File: config.mk
export PLATFORM = sky130hd
export DESIGN_NAME = integrate_dump
export DESIGN_NICKNAME = d
export VERILOG_FILES = /design/src/rtl/gps_pkg.sv /design/src/rtl/sat_accum.sv /design/src/rtl/integrate_dump.sv
export SDC_FILE = /design/constraint.sdc
export NUM_CORES = 1
export LEC_CHECK = 0
export ABC_CLOCK_PERIOD_IN_PS = 8900
export CELL_PAD_IN_SITES_DETAIL_PLACEMENT = 0
export CELL_PAD_IN_SITES_GLOBAL_PLACEMENT = 2
export CORE_UTILIZATION = 38
export DETAILED_ROUTE_END_ITERATION = 12
export PLACE_DENSITY_LB_ADDON = 0.1
export SYNTH_ARGS = -nofsm -noshare
export SYNTH_HDL_FRONTEND = slang
export SYNTH_HIERARCHICAL = 1
export SYNTH_SLANG_ARGS = --single-unit
File: constraint.sdc
create_clock -name clk -period 8.9 [get_ports clk]
set_input_delay 2.67 -clock clk [delete_from_list [all_inputs] [get_ports clk]]
set_output_delay 2.67 -clock clk [all_outputs]
set_load 0.01 [all_outputs]
File: src/rtl/gps_pkg.sv
// Shared types and helpers for the tracking-channel correlator back end.
package gps_pkg;

  localparam int ACC_W_DEFAULT = 16;
  localparam int CNT_W_DEFAULT = 16;

  typedef enum logic {
    ST_IDLE,
    ST_INTEGRATE
  } state_t;

  // XOR correlator bit to antipodal value: 0 -> +1, 1 -> -1.
  function automatic logic signed [1:0] bit_to_pm1(input logic b);
    return b ? -2'sd1 : 2'sd1;
  endfunction

endpackage

File: src/rtl/sat_accum.sv
// Symmetric saturating +/-1 accumulator; sum already includes the same-cycle step.
module sat_accum
  import gps_pkg::*;
#(
  parameter int ACC_W = ACC_W_DEFAULT
) (
  input  logic                    clk,
  input  logic                    reset,
  input  logic                    clear,
  input  logic                    add,
  input  logic                    bit_in,
  output logic signed [ACC_W-1:0] sum
);

  localparam logic signed [ACC_W-1:0] ACC_MAX = {1'b0, {(ACC_W-1){1'b1}}};
  localparam logic signed [ACC_W-1:0] ACC_MIN = -ACC_MAX;

  logic signed [ACC_W-1:0] acc_reg;
  logic signed [1:0]       step;

  assign step = bit_to_pm1(bit_in);

  // Range is kept symmetric so +N and -N dumps stay comparable in magnitude.
  always_comb begin
    sum = acc_reg;
    if (add) begin
      if (!((step == 2'sd1 && acc_reg == ACC_MAX) ||
            (step == -2'sd1 && acc_reg == ACC_MIN))) begin
        sum = acc_reg + ACC_W'(step);
      end
    end
  end

  always_ff @(posedge clk) begin
    if (!reset) begin
      acc_reg <= '0;
    end else if (clear) begin
      acc_reg <= '0;
    end else begin
      acc_reg <= sum;
    end
  end

endmodule

File: src/rtl/integrate_dump.sv
// Integrate-and-dump back end: accumulates prompt I/Q over dump_len samples or
// an epoch and hands signed sums to a valid/ready output register.
module integrate_dump
  import gps_pkg::*;
#(
  parameter int ACC_W = ACC_W_DEFAULT,
  parameter int CNT_W = CNT_W_DEFAULT
) (
  input  logic                    clk,
  input  logic                    reset,
  input  logic                    enable,
  input  logic                    sample_valid,
  input  logic                    prompt_i,
  input  logic                    prompt_q,
  input  logic                    epoch,
  input  logic                    restart,
  input  logic [CNT_W-1:0]        dump_len,
  input  logic                    out_ready,
  output logic                    out_valid,
  output logic signed [ACC_W-1:0] out_i,
  output logic signed [ACC_W-1:0] out_q,
  output logic [CNT_W-1:0]        out_count,
  output logic                    overrun,
  input  logic                    overrun_clear,
  output logic                    busy
);

  state_t           state_reg;
  logic [CNT_W-1:0] cnt_reg;
  logic [CNT_W-1:0] cnt_next;
  logic [CNT_W:0]   cnt_plus1;
  logic             active;
  logic             sample;
  logic             term;
  logic             dump;
  logic             acc_clear;
  logic [1:0]       arm_bit;
  logic signed [ACC_W-1:0] arm_sum [2];

  assign active    = (state_reg == ST_INTEGRATE) && enable;
  assign sample    = active && sample_valid && !restart;
  assign cnt_plus1 = {1'b0, cnt_reg} + (CNT_W + 1)'(1);
  // Wide compare: a saturated counter never matches, so only epoch can dump it.
  assign term      = sample_valid && (dump_len != '0) && (cnt_plus1 == {1'b0, dump_len});
  assign dump      = active && !restart &&
                     ((epoch && (cnt_reg != '0 || sample_valid)) || term);
  assign acc_clear = !active || restart || dump;
  assign cnt_next  = (sample && cnt_reg != '1) ? cnt_reg + CNT_W'(1) : cnt_reg;
  assign arm_bit   = {prompt_q, prompt_i};

  generate
    for (genvar gi = 0; gi < 2; gi++) begin : g_arm
      sat_accum #(.ACC_W(ACC_W)) u_acc (
        .clk    (clk),
        .reset  (reset),
        .clear  (acc_clear),
        .add    (sample),
        .bit_in (arm_bit[gi]),
        .sum    (arm_sum[gi])
      );
    end
  endgenerate

  always_ff @(posedge clk) begin
    if (!reset) begin
      state_reg <= ST_IDLE;
      cnt_reg   <= '0;
      busy      <= 1'b0;
      out_valid <= 1'b0;
      out_i     <= '0;
      out_q     <= '0;
      out_count <= '0;
      overrun   <= 1'b0;
    end else begin
      case (state_reg)
        ST_IDLE: begin
          if (enable) begin
            state_reg <= ST_INTEGRATE;
            busy      <= 1'b1;
          end
        end
        ST_INTEGRATE: begin
          if (!enable) begin
            state_reg <= ST_IDLE;
            busy      <= 1'b0;
          end
        end
        default: begin
          state_reg <= ST_IDLE;
          busy      <= 1'b0;
        end
      endcase

      cnt_reg <= acc_clear ? '0 : cnt_next;

      // Output register stays live in IDLE so a pending dump can still drain.
      if (dump) begin
        out_valid <= 1'b1;
        out_i     <= arm_sum[0];
        out_q     <= arm_sum[1];
        out_count <= cnt_next;
      end else if (out_valid && out_ready) begin
        out_valid <= 1'b0;
      end

      if (dump && out_valid && !out_ready) begin
        overrun <= 1'b1;
      end else if (overrun_clear) begin
        overrun <= 1'b0;
      end
    end
  end

endmodule
After elaboration in Yosys (flattened, before gate mapping)
Index checks and enable logic that the tools add are counted.
- flip-flop bits (word level): 100
- input port bits: 26
- output and inout port bits: 51
- logic and storage cells: 74
- add/subtract/negate cells: 4
- equal/unequal tests: 12
- mux-type cells: 15
- bitwise operators: 2
- reduce and logical (&&, ||, !) cells: 31
- operators with widths (kind ; number):
    $mux 16 ; 5
    $eq 16x16->1 const B ; 4
    $add 16x2->16 ; 2
    $reduce_bool 16->1 ; 2
    $add 16x1->17 const B ; 1
    $eq 17x16->1 ; 1
    $add 16x1->16 const B ; 1
    $logic_and 1x1->1 ; 16
    $ne 16x16->1 const B ; 1
    $mux 1 ; 7
    $logic_or 1x1->1 ; 6
    $eq 2x1->1 const B ; 2
    $eq 2x2->1 const B ; 2
    $mux 2 ; 2
    $ne 2x2->1 const B ; 2
    $reduce_bool 2->1 ; 2
    $logic_not 1->1 ; 3
    $not 1->1 ; 2
    $pmux 1 s2 ; 1
    $reduce_and 2->1 ; 1
    $reduce_or 2->1 ; 1

Depth between registers and ports, before layout
- depth after elaboration: 8
- gate-level depth with buffers: 13
- mapped depth without buffers: 10

Modules after synthesis
Netlist, hierarchy kept.
- modules (own cells, without submodules) (module ; times used ; cells each ; area an instance (sq um) ; sequential area each (sq um)):
    integrate_dump ; 1 ; 405 ; 3508.4 ; 1361.3
    sat_accum ; 2 ; 173 ; 1549.0 ; 320.3

Least setup slack after synthesis
No wires, ideal clock.
- path kind: input-to-reg
- from: input port dump_len[5]
- to: register g_arm[0].u_acc.acc_reg[6]
- library setup time: 0.135 ns
- arrival: 4.662 ns
- required time: 8.765 ns
- setup slack: 4.103 ns
- stages: 11
- buffers on the path: 3
- cell sequence: nand2b_1 -> nor2_1 -> or4_1 -> nand3_1 -> a41oi_1 -> buf_6 -> clkbuf_1 -> nand2_1 -> nand2b_1 -> clkbuf_1 -> nor2b_1
- longest elaborated chain between the ends: 7
- elaborated cells between the ends (all ways): 8
- classes of those cells: eq/ne (1); reduce/logical (7)
- RTL lines (what ; RTL line ; RTL):
    from (decl) ; integrate_dump.sv:17 ; input logic [CNT_W-1:0] dump_len,
    $reduce_bool 16->1 ; integrate_dump.sv:44 ; assign term = sample_valid && (dump_len != '0) && (cnt_plus1 == {1'b0, dump_len});
    $logic_and 1x1->1 ; integrate_dump.sv:44 ;
    $logic_and 1x1->1 (*) ; integrate_dump.sv:44 ;
    $logic_or 1x1->1 (*) ; integrate_dump.sv:46 ; ((epoch && (cnt_reg != '0 || sample_valid)) || term);
    $logic_and 1x1->1 (*) ; integrate_dump.sv:45 ; assign dump = active && !restart &&
    $logic_or 1x1->1 (*) ; integrate_dump.sv:47 ; assign acc_clear = !active || restart || dump;
    net acc_clear ; integrate_dump.sv:36 ; logic acc_clear;
    $reduce_or 2->1 (no line) (*) ; n/a ;
    to (signal assigned) ; sat_accum.sv:40 ; acc_reg <= sum;
    to (decl) ; sat_accum.sv:18 ; logic signed [ACC_W-1:0] acc_reg;
Mark *: on every way through the listed nets, which the timed path passes. The rest lies on a longest branch.
A chain may end at the register's enable or synchronous reset.

==> summary.md <==
| Metric | Value |
|---|---|
| Outcome | `completed` |
| Final Total Pwr | `935.8 uW` |
| Num Clock Sinks | `100` |
| Combinational share of power | `0.083` |
| Vias | `5664` |
| Cts hold-fix bufs | `0` |
| Ys flop type | `dfxtp_1` |
| Clk_skew | `11.20 ps` |
| Pin count of the biggest net entering global routing | `50` |
| Startpoint types | `input pin` |
| Max incr delay on CP | `900 ps` |
| TritonCTS buffer count | `9` |
| CTS tree | `yes` |
| Worst Path Buf+Inv | `1` |
| IO Port Bufs | `76` |
| Largest fanout on the critical path | `22` |
| Netlist cell types | `70` |
| Largest register FFs | `32` |
| Slowest CP cell | `clkdlybuf4s50_1` |
| GPL Wtd Cong | `0.8529` |
| Syn avg cell area | `8.797 um^2` |
| Post-DP HPWL | `12320 um` |
| Sequential-to-total area share from yosys stat | `0.3030` |
| Drt total wl | `16810 um` |
| Internal power | `704.0 uW` |
| Cell count after synthesis | `751` |
| F_max | `175.4 MHz` |
| Number of synthesized flops with an enable pin | `0` |
| DIE HEIGHT | `133.9 um` |
| NetSw | `231.8 uW` |
| Final period util | `0.6405` |
| Design Area, Final | `0.007707 mm^2` |
| Crit. End Element | `flop` |
| Register share of total power | `0.479` |
| Cell area power density | `121.4 mW/mm^2` |
| R2r startpoint | `cnt_reg[0]` |
| FF-to-FF path depth | `10` |
| Placeable Area | `0.01676 mm^2` |
| Mapped Area | `0.006606 mm^2` |
| Depth of the CTS H-tree | `3` |
| Top post-synthesis cells by area | `dfxtp_1 30%, ha_1 5.9%, mux2i_1 5.6%` |
| Setup tns final | `0 ps` |
| Fin. Hold Viols | `0` |
| Post-synth net total | `810` |
| Remaining antenna violation count | `0` |
| Post-CTS setup buffers | `0` |
| Initial antenna violation count | `0` |
| Share of layout cells above drive strength 1 | `0.08344` |
| Layout Utilization | `0.4599` |
| Largest area contributor in the netlist | `dfxtp_1` |
| Worst path arrival time | `5910 ps` |
| Final setup vio count | `0` |
| Leakage | `2.727 nW` |
| Worst hold start | `out_q[12]` |
| RR Endpoint | `g_arm[0].u_acc/acc_reg[0]` |
| Hold path cells | `2` |
| Residual DRC | `0` |
| Clk buf depth | `2` |
| Ant diodes | `0` |
| TritonRoute pass-1 iters | `5` |
| # IOs | `77` |
| Clk Latency, worst-skew pair | `350 ps` |
| Root buffer cell | `clkbuf_16` |
| FFs w/ async S/R, synth | `0` |
| Initial cell density of the core | `0.3942` |
| First DRT Iteration DRCs | `288` |
| Die ar. | `0.01792 mm^2` |
| Hold path endpoint | `out_q[12]` |
| Worst Tran Pin Value | `1014 ps` |
| RSZ-0062 raised after global routing | `false` |
| Slew Limit Fails | `0` |
| Die width | `133.9 um` |
| Worst vdd ir | `0.09719 mV` |
| Sw Share | `0.2477` |
| Crit path cell chain | `clkdlybuf4s50_1 -> fa_1 -> a21o_1 -> a221oi_2 -> o211ai_1 -> a221oi_1 -> or4_2 -> nand3_1 -> nand2_1 -> mux2i_1` |
| WP data required | `9110 ps` |
| R2R Setup Slk | `4920 ps` |
| Synthesis-to-finish area growth | `16.67%` |
| Via-per-instance ratio | `5.537` |
| WL per Instance | `16.43 um` |
| CP delay by family, top | `compound AO/OA/AOI/OAI gates` |
| Post-CTS resize count | `0` |
| #FFs+latches synth | `100` |
| Placed Instance Area | `0.007410 mm^2` |
| Max-cap violations | `0` |
| Overall routing resource usage | `0.1912` |
| Clock Power Share | `0.438` |
| Vias in the first global route | `5404` |
| Hold_ws | `456.8 ps` |
| Critical path type | `input pin to flop` |
| Minimum clock period | `5701 ps` |
| Synth Warn # | `6` |
| First-pass GRT wire length | `27370 um` |
| Slew headroom | `0.3239` |
| Net count reported at finish | `857` |
| GRT Residual Overflow | `0` |
| Clock-pin transition on the worst setup and hold timing paths | `70 ps` |
| Min-Delay Path Class | `flop to flop` |
| Num rows | `47` |
| Share of the synthesized area in the top cell type | `0.3030` |
worst max path at each step:
stage	depth (start not counted)	end	from
3_5_place_dp	10	out_q[14]	prompt_q
6_report	10	out_q[14]	prompt_q
3_3_place_gp	10	out_q[14]	prompt_q
2_1_floorplan	11	g_arm[0].u_acc/acc_reg[6]	dump_len[5]
4_1_cts	10	out_q[14]	prompt_q
5_1_grt	10	out_q[14]	prompt_q
cells in the mapped netlist (3+ instances only):
master and number:
a211o_1 6, a211oi_1 7, a21boi_0 3, a21boi_1 13, a21o_1 17, a21oi_1 35
a31oi_1 6, and2_1 4, and3_1 8, and4_1 3, buf_12 3, buf_2 8
buf_4 3, buf_6 3, clkbuf_1 24, dfxtp_1 100, ha_1 31, inv_1 11
mux2_2 18, mux2_4 4, mux2i_1 37, nand2_1 93, nand2b_1 7, nand3_1 21
nand3b_1 6, nand4_1 13, nor2_1 41, nor2b_1 26, nor2b_4 4, nor3_1 8
nor3b_1 4, nor4_1 18, nor4b_1 5, o2111ai_1 5, o211ai_1 9, o21a_1 3
o21ai_0 24, or2_2 3, or3_1 14, or4_1 3, xnor2_1 35, xor2_1 20
through the flow:
step	std cells	worst slack, ps
after floorplan	751	4103
after global placement	1007	2921
after detailed placement	1007	2860
after CTS	1023	3211
after global routing	1023	2948
final	1023	3199
worst register-to-register path, delay by kind of cell (launching register included):
family	cells	cell delay, ps
compound gates	3	740
fa+ha+maj	1	380
buf+inv	1	250
flops	1	520
simple gates	5	1930
final cells by class:
type | instances | area [um^2]
sequential | 100 | 2002
clock inverter | 5 | 65.06
fill | 1676 | 9052
clock buffer | 11 | 232.7
timing repair buffer | 78 | 770.7
inverter | 11 | 41.29
multi-input combinational | 598 | 4320
tap | 220 | 275.3
placed cells by master, fill, tap and decap left out, drive strengths merged, types with 17 or more instances in the layout:
master         Yosys  final
a21oi             35     35
nor2b             30     30
nor2              44     44
mux2i             37     37
a21o              17     17
ha                31     31
clkdlybuf4s50      0     75
mux2              22     22
xnor2             35     35
nand2             93     93
nand3             21     21
xor2              20     20
dfxtp            100    100
o21ai             24     24
nor4              18     18
power by group through the flow:
stage	combinational [mW]	clock, mW	sequential [mW]
2_1_floorplan	0.0496	0	0.459
3_3_place_gp	0.0765	0	0.459
3_5_place_dp	0.0776	0	0.459
4_1_cts	0.0778	0.429	0.448
5_1_grt	0.0851	0.445	0.448
6_report	0.0774	0.410	0.448
per-layer routing:
metal	vias to the layer above	share of wire	GRT usage
met3	14	0.041	0.04535
met5	-	0	0
met2	129	0.46	0.3054
met1	2704	0.49	0.2561
li1	2817	-	-
met4	0	0.011	0.05303
cells by family after synthesis:
kind of cell	Yosys count	share of synthesized area
compound gates	149	0.1593
fa+ha+maj	33	0.06477
mux	59	0.09583
buf+inv	53	0.04413
simple gates	301	0.2564
flops	100	0.3030
xor+xnor	56	0.07651
(Power assumes the default switching activity.)
